--- config.mk ---
export PLATFORM = sky130hd
export DESIGN_NAME = lc3_bus_arbiter
export DESIGN_NICKNAME = d
export VERILOG_FILES = /design/src/rtl/lc3_bus_pkg.sv /design/src/rtl/bus_prio_enc.sv /design/src/rtl/lc3_bus_arbiter.sv
export SDC_FILE = /design/constraint.sdc
export NUM_CORES = 1
export LEC_CHECK = 0
export BUFFER_PORTS_ARGS = -buffer_cell sky130_fd_sc_hd__buf_2
export CORE_UTILIZATION = 40
export CTS_BUF_LIST = sky130_fd_sc_hd__clkbuf_4
export CTS_CLUSTER_DIAMETER = 60
export DETAILED_ROUTE_END_ITERATION = 10
export PLACE_DENSITY = 0.82
export SYNTH_ARGS = -nofsm -noshare
export SYNTH_HDL_FRONTEND = slang
export SYNTH_SLANG_ARGS = --single-unit
--- constraint.sdc ---
create_clock -name Clk -period 4.9 [get_ports Clk]
set_clock_uncertainty 0.05 [all_clocks]
set_input_delay 0.735 -clock Clk [delete_from_list [all_inputs] [get_ports Clk]]
set_output_delay 0.735 -clock Clk [all_outputs]
set_load 0.005 [all_outputs]
--- src/rtl/lc3_bus_pkg.sv ---
// Shared constants and types for the LC-3 style gated bus arbiter.
package lc3_bus_pkg;

   localparam int SRC_ALU    = 0;
   localparam int SRC_PC     = 1;
   localparam int SRC_MARMUX = 2;
   localparam int SRC_MDR    = 3;

   localparam int WORD_W = 16;

   typedef enum logic [1:0] {
      GC_NONE  = 2'd0,
      GC_ONE   = 2'd1,
      GC_MULTI = 2'd2
   } gate_class_t;

   // Source-index width; a single source still gets one (constant-zero) bit.
   function automatic int idx_w(input int n);
      return (n > 1) ? $clog2(n) : 1;
   endfunction

endpackage

--- src/rtl/bus_prio_enc.sv ---
// Lowest-index-wins encoder over the gate vector, with population-based any/multi flags.
// Purely combinational, zero latency; no backpressure.
module bus_prio_enc
   import lc3_bus_pkg::*;
#(
   parameter int N = 4
) (
   input  logic [N-1:0]        gate,
   output logic [idx_w(N)-1:0] win_idx,
   output logic                any,
   output logic                multi
);

   localparam int IDX_W = idx_w(N);
   localparam int CW    = $clog2(N + 1) + 1;

   logic [CW-1:0] pop;

   always_comb begin
      win_idx = '0;
      pop     = '0;
      // Scan high to low so the lowest asserted index is the last write.
      for (int i = N - 1; i >= 0; i--) begin
         pop = pop + CW'(gate[i]);
         if (gate[i]) win_idx = IDX_W'(i);
      end
      any   = (pop != '0);
      multi = (pop > CW'(1));
   end

endmodule

--- src/rtl/lc3_bus_arbiter.sv ---
// Gated N-source bus mux with idle hold, contention detection and saturating conflict count.
// bus/bus_driven/conflict are zero-latency; bus_q and status registers are one cycle; no backpressure.
module lc3_bus_arbiter
   import lc3_bus_pkg::*;
#(
   parameter int N_SRC                = 4,
   parameter int WIDTH                = WORD_W,
   parameter bit HOLD_LAST            = 1'b1,
   parameter bit PRIORITY_ON_CONFLICT = 1'b1,
   parameter int CNT_W                = 8
) (
   input  logic                      Clk,
   input  logic                      Reset_n,
   input  logic [N_SRC*WIDTH-1:0]    src_data,
   input  logic [N_SRC-1:0]          gate,
   input  logic                      clr_err,
   output logic [WIDTH-1:0]          bus,
   output logic [WIDTH-1:0]          bus_q,
   output logic                      bus_driven,
   output logic [idx_w(N_SRC)-1:0]   last_src,
   output logic                      conflict,
   output logic                      conflict_sticky,
   output logic [CNT_W-1:0]          conflict_cnt
);

   logic [idx_w(N_SRC)-1:0] win_idx;
   logic                    any;
   logic                    multi;
   gate_class_t             gc;
   logic [WIDTH-1:0]        src_arr [N_SRC];
   logic [WIDTH-1:0]        hold_q;
   logic                    load;

   bus_prio_enc #(.N(N_SRC)) u_enc (
      .gate    (gate),
      .win_idx (win_idx),
      .any     (any),
      .multi   (multi)
   );

   always_comb begin
      for (int i = 0; i < N_SRC; i++) src_arr[i] = src_data[i*WIDTH +: WIDTH];
   end

   always_comb begin
      gc = multi ? GC_MULTI : (any ? GC_ONE : GC_NONE);
   end

   always_comb begin
      bus = '0;
      case (gc)
         GC_ONE:   bus = src_arr[win_idx];
         GC_MULTI: bus = PRIORITY_ON_CONFLICT ? src_arr[win_idx] : '0;
         default:  bus = HOLD_LAST ? hold_q : '0;
      endcase
   end

   // A cycle counts as "driven" for hold/last_src only when a real source reached the bus.
   assign load       = (gc == GC_ONE) || ((gc == GC_MULTI) && PRIORITY_ON_CONFLICT);
   assign bus_driven = any;
   assign conflict   = multi;

   always_ff @(posedge Clk) begin
      if (!Reset_n) begin
         hold_q          <= '0;
         bus_q           <= '0;
         last_src        <= '0;
         conflict_sticky <= 1'b0;
         conflict_cnt    <= '0;
      end else begin
         bus_q <= bus;
         if (load) begin
            hold_q   <= bus;
            last_src <= win_idx;
         end
         if (multi)        conflict_sticky <= 1'b1;
         else if (clr_err) conflict_sticky <= 1'b0;
         // Clear and a same-cycle conflict leave a count of exactly one.
         if (clr_err)
            conflict_cnt <= multi ? CNT_W'(1) : '0;
         else if (multi && (conflict_cnt != {CNT_W{1'b1}}))
            conflict_cnt <= conflict_cnt + CNT_W'(1);
      end
   end

endmodule
==> metrics <==
final setup fails=0; critical path's top delay family=adder cells; DR WL/cell=14.0 µm; Die Wd=78.4 µm; number of flops mapped to enable cells by yosys=0; post-route setup TNS=0 ps; Async SR Flop Fraction=0; Mapped Cells=262; CTS sink count=43; Skew-Pair Late Insertion Delay=330 ps; P_sw=221 µW; residual DRC count=0; CTS tree=done; Sw Share=0.290; ANT cells=0; R2R depth=5; clock group share of total power=0.205; most common cell after layout, fill and taps aside=buf_2; register area share after synthesis=0.369; max_cap viols=0; synthesized area=2330 µm²; reg2reg end=conflict_cnt[0]; Chip Height=78.4 µm; Most used DFF post-synth=dfxtp_1; hold-fix buffers at CTS=0; final hold viol count=0; port bufs=115; Critical Path End Type=primary output; Slowest-stage cell, CP=and4bb_4; H-tree depth=2; Buf/Inv on CP=3; initial antenna violation count=0; FF-to-FF setup slack=3330 ps; Max transition margin=0.324; Startpoint Class=input port; Min-Delay Startpoint=last_src[1]; Post-CTS Setup Bufs=0; Synth Net Count=340; Worst EP required=4120 ps; Synth Register Bits=43; static leakage=0.00135 µW; CP max stage delay=510 ps; first-pass GRT wire length=10000 µm; DR vias/cell=5.20; DP Wirelength=4640 µm; Clk pin slew, worst setup/hold paths=120 ps; First-pass DRT Iterations=5; Worst-Margin Slew=1010 ps; Peak Freq=265 MHz; Yosys warning total=0; Reg power frac=0.516; Hold EP=last_src[1]; die area=6140 µm²; Net count, final=447; crit path time final=3770 ps; clk root buf=clkbuf_4; kind of critical path=in2out; Hold Crit Class=reg2reg; largest net degree at the start of global routing=38; Pins Over Slew Limit=0; ANT nets after route=0; via count=2292; WHS=440 ps; RSZ-0062 raised after global routing=no; sequence of cells on the critical path=buf_2, inv_1, fa_1, ha_1, and4bb_4, a31oi_1, a31oi_1, buf_2; DRT iter0 DRCs=97; fillers=536; starting density of the core=0.418; # rows=27; Logic pwr share=0.279; Pint=540 µW; overall routing resource usage=0.207; crit path max fanout=23; Cell variety after synth=45; VDD IR-drop max=0.108 mV; Top Ports=116; syn avg cell area=8.90 µm²; Congestion Overflow GR=0; reg-to-reg startpoint=conflict_cnt[0]; post_cts resized=0; Min-Delay Path Depth=2; status=finished clean; layout cells sized above 1=0.415; critical path arrival=2980 ps; pwr/cell area=260 nW/µm²; core footprint=5570 µm²; Area Growth Syn to Fin=25.3%; CTS Buffer Depth=2; Post-Route WL=6170 µm; most frequent cells in the layout=buf_2, dfxtp_1, nor2_1, nand2_1, and2_1; Routability Congestion=0.840; Num CTS Buffers=5; vias in the first global route=2218; Final Cycle Share=0.769
==> registers in the layout (all words and copies together), names as in the netlist <==
signal           cells
last_src             2
hold_q              16
conflict_sticky      1
conflict_cnt         8
bus_q               16
==> how the worst max path moves through the flow <==
stage / startpoint / to / slack [ps] / cells after the start
2_1_floorplan: gate[0] / bus[0] / 1460 / 10
3_3_place_gp: gate[0] / bus[0] / 1200 / 9
3_5_place_dp: gate[0] / bus[0] / 1140 / 9
4_1_cts: gate[0] / bus[0] / 1130 / 9
5_1_grt: gate[0] / bus[0] / 940 / 9
6_report: gate[0] / bus[13] / 1130 / 8
==> power groups by stage <==
| stage | sequential [µW] | clock (µW) | combinational [µW] |
|---|---|---|---|
| global placement | 400 | 0 | 209 |
| floorplan | 401 | 0 | 128 |
| finish | 392 | 156 | 213 |
| CTS | 393 | 168 | 215 |
| detailed placement | 400 | 0 | 214 |
| global route | 396 | 189 | 238 |
==> area by class of cell <==
class / count / area, µm² / share of cell area
Multi-Input combinational cell: 191 / 1290 / 0.443
Timing Repair Buffer: 117 / 591 / 0.202
Tap cell: 72 / 90.1 / 0.0308
Clock buffer: 5 / 37.5 / 0.0128
Clock inverter: 2 / 8.76 / 0.00300
Inverter: 11 / 41.3 / 0.0141
Sequential cell: 43 / 861 / 0.295
==> per-layer routing <==
metal / track usage / wire length (µm) / vias up
met5: 0 / 0 / -
met4: 0.0796 / 88 / 0
met1: 0.255 / 2610 / 1054
li1: - / - / 1129
met3: 0.0430 / 346 / 8
met2: 0.353 / 3130 / 101
==> worst register-to-register path: stages, from the launching register on <==
cell and delay [ps]:
dfxtp_1 430, ha_1 230, nand3_1 150, nor2_1 280
o21bai_1 100, a31o_2 240
==> cells by family (layout without fill, tap and decap cells) <==
| group | count (synthesis) | count (layout) | share of synthesized area |
|---|---|---|---|
| DFF | 43 | 43 | 0.369 |
| adders and majority gates | 7 | 7 | 0.0408 |
| buffers and inverters | 28 | 135 | 0.0762 |
| xor gates and xnor gates | 2 | 2 | 0.00751 |
| AOI/OAI and AO/OA | 66 | 66 | 0.192 |
| muxes | 16 | 16 | 0.0762 |
| and+or+nand+nor | 100 | 100 | 0.239 |
==> per-stage QoR <==
step           utilization  power (µW)  cell area (µm²)  cells  setup WS [ps]
5_1_grt              0.524         823             2920    441            942
3_5_place_dp         0.516         614             2880    434           1140
2_1_floorplan            -         529             2330    262           1460
4_1_cts              0.524         776             2920    441           1130
3_3_place_gp         0.516         608             2880    434           1200
6_report             0.524         761             2920    441           1130
==> cells in the mapped netlist (all sizes together) (4+ instances only) <==
master | number | area (µm²)
a31oi | 27 | 206
and2 | 26 | 168
buf | 11 | 109
clkbuf | 6 | 27.5
dfxtp | 43 | 861
ha | 6 | 75.1
inv | 11 | 41.3
mux2 | 14 | 158
nand2 | 25 | 93.8
nand3 | 4 | 20.0
nor2 | 25 | 93.8
nor3b | 4 | 41.3
o21ai | 20 | 100
o31ai | 7 | 52.6
Power figures use the tool's default switching activity.
